[src/rtl/muldiv_hilo_ctrl.sv]
// muldiv_hilo_ctrl: sequences MULT/MULTU/DIV/DIVU over a registered multiplier and restoring divider, owns HI/LO
module muldiv_hilo_ctrl #(
   parameter int MUL_CYCLES = 2
) (
   input  logic        clk,
   input  logic        resetn,
   input  logic        req_valid,
   input  logic [2:0]  op,
   input  logic [31:0] src_a,
   input  logic [31:0] src_b,
   input  logic        flush,
   output logic        stall_req,
   output logic        busy,
   output logic [31:0] hi_out,
   output logic [31:0] lo_out
);
   typedef enum logic [1:0] {IDLE, MUL, DIV, DONE} state_t;
   state_t state, state_nx;
   logic [5:0] cnt;
   logic [31:0] a_reg, b_reg;
   logic [63:0] res;
   logic sa, sb, sgn, is_div;
   logic start, mt_ok, sgn_op, neg_q, step_ge;
   logic [32:0] step_tmp, step_diff;
   logic [63:0] prod_fix;
   logic [31:0] q_fix, r_fix;
   assign start  = req_valid & ~flush & (state == IDLE) & (op >= 3'd1) & (op <= 3'd4);
   assign mt_ok  = req_valid & ~flush & (state == IDLE);
   assign sgn_op = (op == 3'd1) | (op == 3'd3);
   // res holds {remainder, quotient} while dividing and the raw product while multiplying
   always_comb begin
      step_tmp  = {res[63:32], res[31]};
      step_diff = step_tmp - {1'b0, b_reg};
      step_ge   = ~step_diff[32];
      neg_q     = sgn & (sa ^ sb);
      prod_fix  = neg_q ? -res : res;
      q_fix     = neg_q ? -res[31:0] : res[31:0];
      r_fix     = (sgn & sa) ? -res[63:32] : res[63:32];
   end
   always_ff @(posedge clk or negedge resetn) begin
      if (!resetn) state <= IDLE;
      else state <= state_nx;
   end
   always_comb begin
      state_nx = state;
      if (flush) state_nx = IDLE;
      else
         case (state)
            IDLE:    if (start) state_nx = (op >= 3'd3) ? DIV : MUL;
            MUL:     if (cnt == 6'(MUL_CYCLES - 1)) state_nx = DONE;
            DIV:     if (cnt == 6'd31) state_nx = DONE;
            DONE:    state_nx = IDLE;
            default: state_nx = IDLE;
         endcase
   end
   always_comb begin
      stall_req = ~flush & (start | (state == MUL) | (state == DIV));
      busy      = state != IDLE;
   end
   always_ff @(posedge clk or negedge resetn) begin
      if (!resetn) begin
         cnt    <= '0;
         a_reg  <= '0;
         b_reg  <= '0;
         res    <= '0;
         sa     <= 1'b0;
         sb     <= 1'b0;
         sgn    <= 1'b0;
         is_div <= 1'b0;
         hi_out <= '0;
         lo_out <= '0;
      end else begin
         cnt <= (state == IDLE) ? 6'd0 : cnt + 6'd1;
         if (start) begin
            sgn    <= sgn_op;
            is_div <= op >= 3'd3;
            sa     <= sgn_op & src_a[31];
            sb     <= sgn_op & src_b[31];
            a_reg  <= (sgn_op & src_a[31]) ? -src_a : src_a;
            b_reg  <= (sgn_op & src_b[31]) ? -src_b : src_b;
            res    <= {32'd0, (sgn_op & src_a[31]) ? -src_a : src_a};
         end
         if (state == MUL) res <= 64'(a_reg) * 64'(b_reg);
         if (state == DIV) res <= {step_ge ? step_diff[31:0] : step_tmp[31:0], res[30:0], step_ge};
         if (state == DONE && !flush) begin
            hi_out <= is_div ? r_fix : prod_fix[63:32];
            lo_out <= is_div ? q_fix : prod_fix[31:0];
         end
         if (mt_ok && op == 3'd5) hi_out <= src_a;
         if (mt_ok && op == 3'd6) lo_out <= src_a;
      end
   end
endmodule

[config.mk]
export PLATFORM = sky130hd
export DESIGN_NAME = muldiv_hilo_ctrl
export DESIGN_NICKNAME = d
export VERILOG_FILES = /design/src/rtl/muldiv_hilo_ctrl.sv
export SDC_FILE = /design/constraint.sdc
export NUM_CORES = 2
export LEC_CHECK = 0
export CAP_MARGIN = 20
export CORE_ASPECT_RATIO = 1.4
export CORE_MARGIN = 1.5
export CORE_UTILIZATION = 30
export CTS_BUF_LIST = sky130_fd_sc_hd__clkbuf_4 sky130_fd_sc_hd__clkbuf_8 sky130_fd_sc_hd__clkbuf_16
export DETAILED_ROUTE_END_ITERATION = 10
export PLACE_DENSITY = 0.51
export SLEW_MARGIN = 20
export SYNTH_ARGS = -nofsm -noshare
export SYNTH_HDL_FRONTEND = slang
export SYNTH_SLANG_ARGS = --single-unit
[constraint.sdc]
create_clock -name clk -period 21.8 [get_ports clk]
set_input_delay 3.27 -clock clk [delete_from_list [all_inputs] [get_ports clk]]
set_output_delay 3.27 -clock clk [all_outputs]
set_load 0.01 [all_outputs]
==> metrics.txt <==
Placed Area between 0.04 and 0.05 sq mm; Clock Pin Slew Worst Setup and Hold Paths 0.07 ns; Tot GR Track Use 19.45%; Largest register FFs 64; crit path DAT 9.36 ns; total gr overflow 0; first-pass GRT wire length between 200000 and 250000 microns; Startpoint Class register; Starting Density a little under a third; Worst Path Max Fanout 18; IO buf count roughly 140; share of cells above drive strength 1 3.179%; Worst Tran Pin Value ~1 ns; # fillers 16311; CTS sink count roughly 200; number of antenna violations at the first check in global routing 5; Max Clk Rate about 0.11 GHz; Max clock buf depth 3; Reg with most FFs res; critical path type register to register; final max-slew violation count 0; Post-Route WL 149600 microns; Clk Latency, worst-skew pair 0.59 ns; Cell Area, Synth between 0.04 and 0.05 sq mm; final RePlAce weighted congestion a little over 0.9; Synth Register Bits 204; Row Count between 150 and 200; period utilization about two fifths; Post-synth EDFFs 0; CTS tree done; max-cap violations 0; IO Pins 137; Synth cell types between 70 and 80; CP required roughly 22 ns; die width roughly 340 microns; Sum Neg Setup Slack 0 ns; Top cell by count, worst path fa_1; Avg Cell Area, Syn just under 9 sq um; sequential-to-total area share from yosys stat 10.98%; area delta synth->final 9.191%; slowest CP cell dfrtp_1; Post-Syn Instances 5335; Setup violations, final 0; R2R setup slack between 10 and 15 ns; post-cts sizing count 0; Synth Flop Type dfrtp_1; vias in the first global route 39701; YS warnings 0; residual DRC count 0; hold crit path type register to register; vias post-DR between 30000 and 40000; slowest cell delay on critical path 0.89 ns; maximum number of pins on one net before global-route repair 91; die area about 0.16 sq mm; status completed; DRT antenna net count 0; RSZ-0062 raised after global routing no; final net count approximately 6500; Core Region between 0.15 and 0.2 sq mm; final instance area between 0.05 and 0.06 sq mm; syn_nets about 6600; WL/cell slightly above 20 microns; Fin. Hold Viols 0; Iter 0 DRT Violations between 1500 and 2000; Tmin final about 9 ns; Critical Path End Type register; iteration count of the initial detailed-routing pass 6; Via density roughly 4.9; Slew HR about a third; ys async rst share 100.0%; hold buffer count at CTS 0; CTS buffer count 24; Root Driver clkbuf_16; postcts setup bufs 0; skew final 0.02549 ns; DPL Wire Length 117900 microns; htree depth 1; die height around 470 microns
## placed cells by master (no fill, tap or decap), types with 15 or more instances in the layout
cell type        synthesis  routed
a21oi_1                237     237
clkdlybuf4s50_1          0     135
nand2_1                712     711
or3_1                   19      19
o21ai_0                270     270
xnor2_1                 95      95
a211oi_1                15      15
nor3_1                  39      38
fa_1                   897     897
a21o_1                  41      41
a22oi_1                 40      40
and3_1                  23      23
nand4_1                 25      25
nor2_1                 184     184
nor4_1                  15      15
buf_4                    0      82
nand3_1                 31      31
a31oi_1                 26      26
ha_1                   305     303
xor2_1                 105     104
clkbuf_16                0      24
nand2b_1                23      22
and2_1                 601     601
inv_1                  910     910
o31ai_1                 16      16
dfrtp_1                204     194
## cell families (layout without fill, tap and decap cells)
family / Yosys count / count (layout) / share of synthesized area, %
and+or+nand+nor: 1725 / 1725 / 18.39
buffers and inverters: 1223 / 1173 / 9.883
adders and majority gates: 1202 / 1202 / 46.84
AOI/OAI and AO/OA: 767 / 767 / 9.829
DFF: 204 / 204 / 10.98
xor gates and xnor gates: 200 / 200 / 3.768
muxes: 14 / 14 / 0.3068
other: 0 / 4 / 0
## cells in the mapped netlist, types with 25 or more instances
cell | number | share of area, %
nor3_1 | 39 | 0.42
o21ai_0 | 270 | 2.9
nand4_1 | 25 | 0.34
a21o_1 | 41 | 0.66
inv_1 | 910 | 7.3
nand2_1 | 712 | 5.7
a31oi_1 | 26 | 0.35
dfrtp_1 | 204 | 11
fa_1 | 897 | 39
ha_1 | 305 | 8.2
a21oi_1 | 237 | 2.6
nor2_1 | 184 | 1.5
clkbuf_1 | 300 | 2.4
xnor2_1 | 95 | 1.8
nand3_1 | 31 | 0.33
and2_1 | 601 | 8.1
xor2_1 | 105 | 2.0
a22oi_1 | 40 | 0.65
## per-layer routing
metal	share of wire [%]	track usage, %	vias to the layer above	wire length (microns)
met2	52	35.63	836	77270
met1	41	24.10	18924	61460
li1	-	-	16332	-
met4	3.5	6.451	0	5292
met3	3.7	1.272	231	5531
met5	0	0	-	0
## path summary, 6_finish.rpt
path,endpoint,depth (start not counted),from
worst max-delay path,res[61]$_DFFE_PN0N_,25,a_reg[4]$_DFFE_PN0P_
worst min register to register,b_reg[29]$_DFFE_PN0P_,2,b_reg[29]$_DFFE_PN0P_
worst min-delay path,b_reg[29]$_DFFE_PN0P_,2,b_reg[29]$_DFFE_PN0P_
worst max register to register,res[61]$_DFFE_PN0N_,25,a_reg[4]$_DFFE_PN0P_
max in group asynchronous,a_reg[29]$_DFFE_PN0P_,2,resetn
min in group asynchronous,a_reg[12]$_DFFE_PN0P_,1,resetn
## layout make-up
cell class / instances / area, sq um / area share [%]
repair buffers: 218 / 1982 / 3.904
inverters: 911 / 3420 / 6.737
clock inverters: 18 / 177.7 / 0.3500
diodes: 4 / 10.01 / 0.01972
well taps: 2064 / 2582 / 5.088
multi-input cells: 3908 / 36840 / 72.58
clock buffers: 26 / 628.1 / 1.237
flip-flops and latches: 204 / 5117 / 10.08
## per-stage QoR
stage	hold slack (ns)	std cells	util, %	setup slack (ns)
after floorplan	0.4510	5335	-	13.76
after global placement	0.4625	7305	32.52	13.05
after detailed placement	0.4696	7305	32.52	13.08
after CTS	0.4859	7349	33.05	12.98
after global routing	0.4938	7349	33.05	12.52
final	0.4813	7353	33.05	12.92
## critical path: cells and delay by family (launching register included)
kind                       cells  cell delay (ns)
AOI/OAI and AO/OA              8             2.38
and+or+nand+nor                2             0.20
muxes                          1             0.30
adders and majority gates      9             4.16
DFF                            1             0.89
buffers and inverters          5             0.79
Power is not shown: default switching activity piles up to over one toggle a cycle in this logic, so the estimate is an artifact.
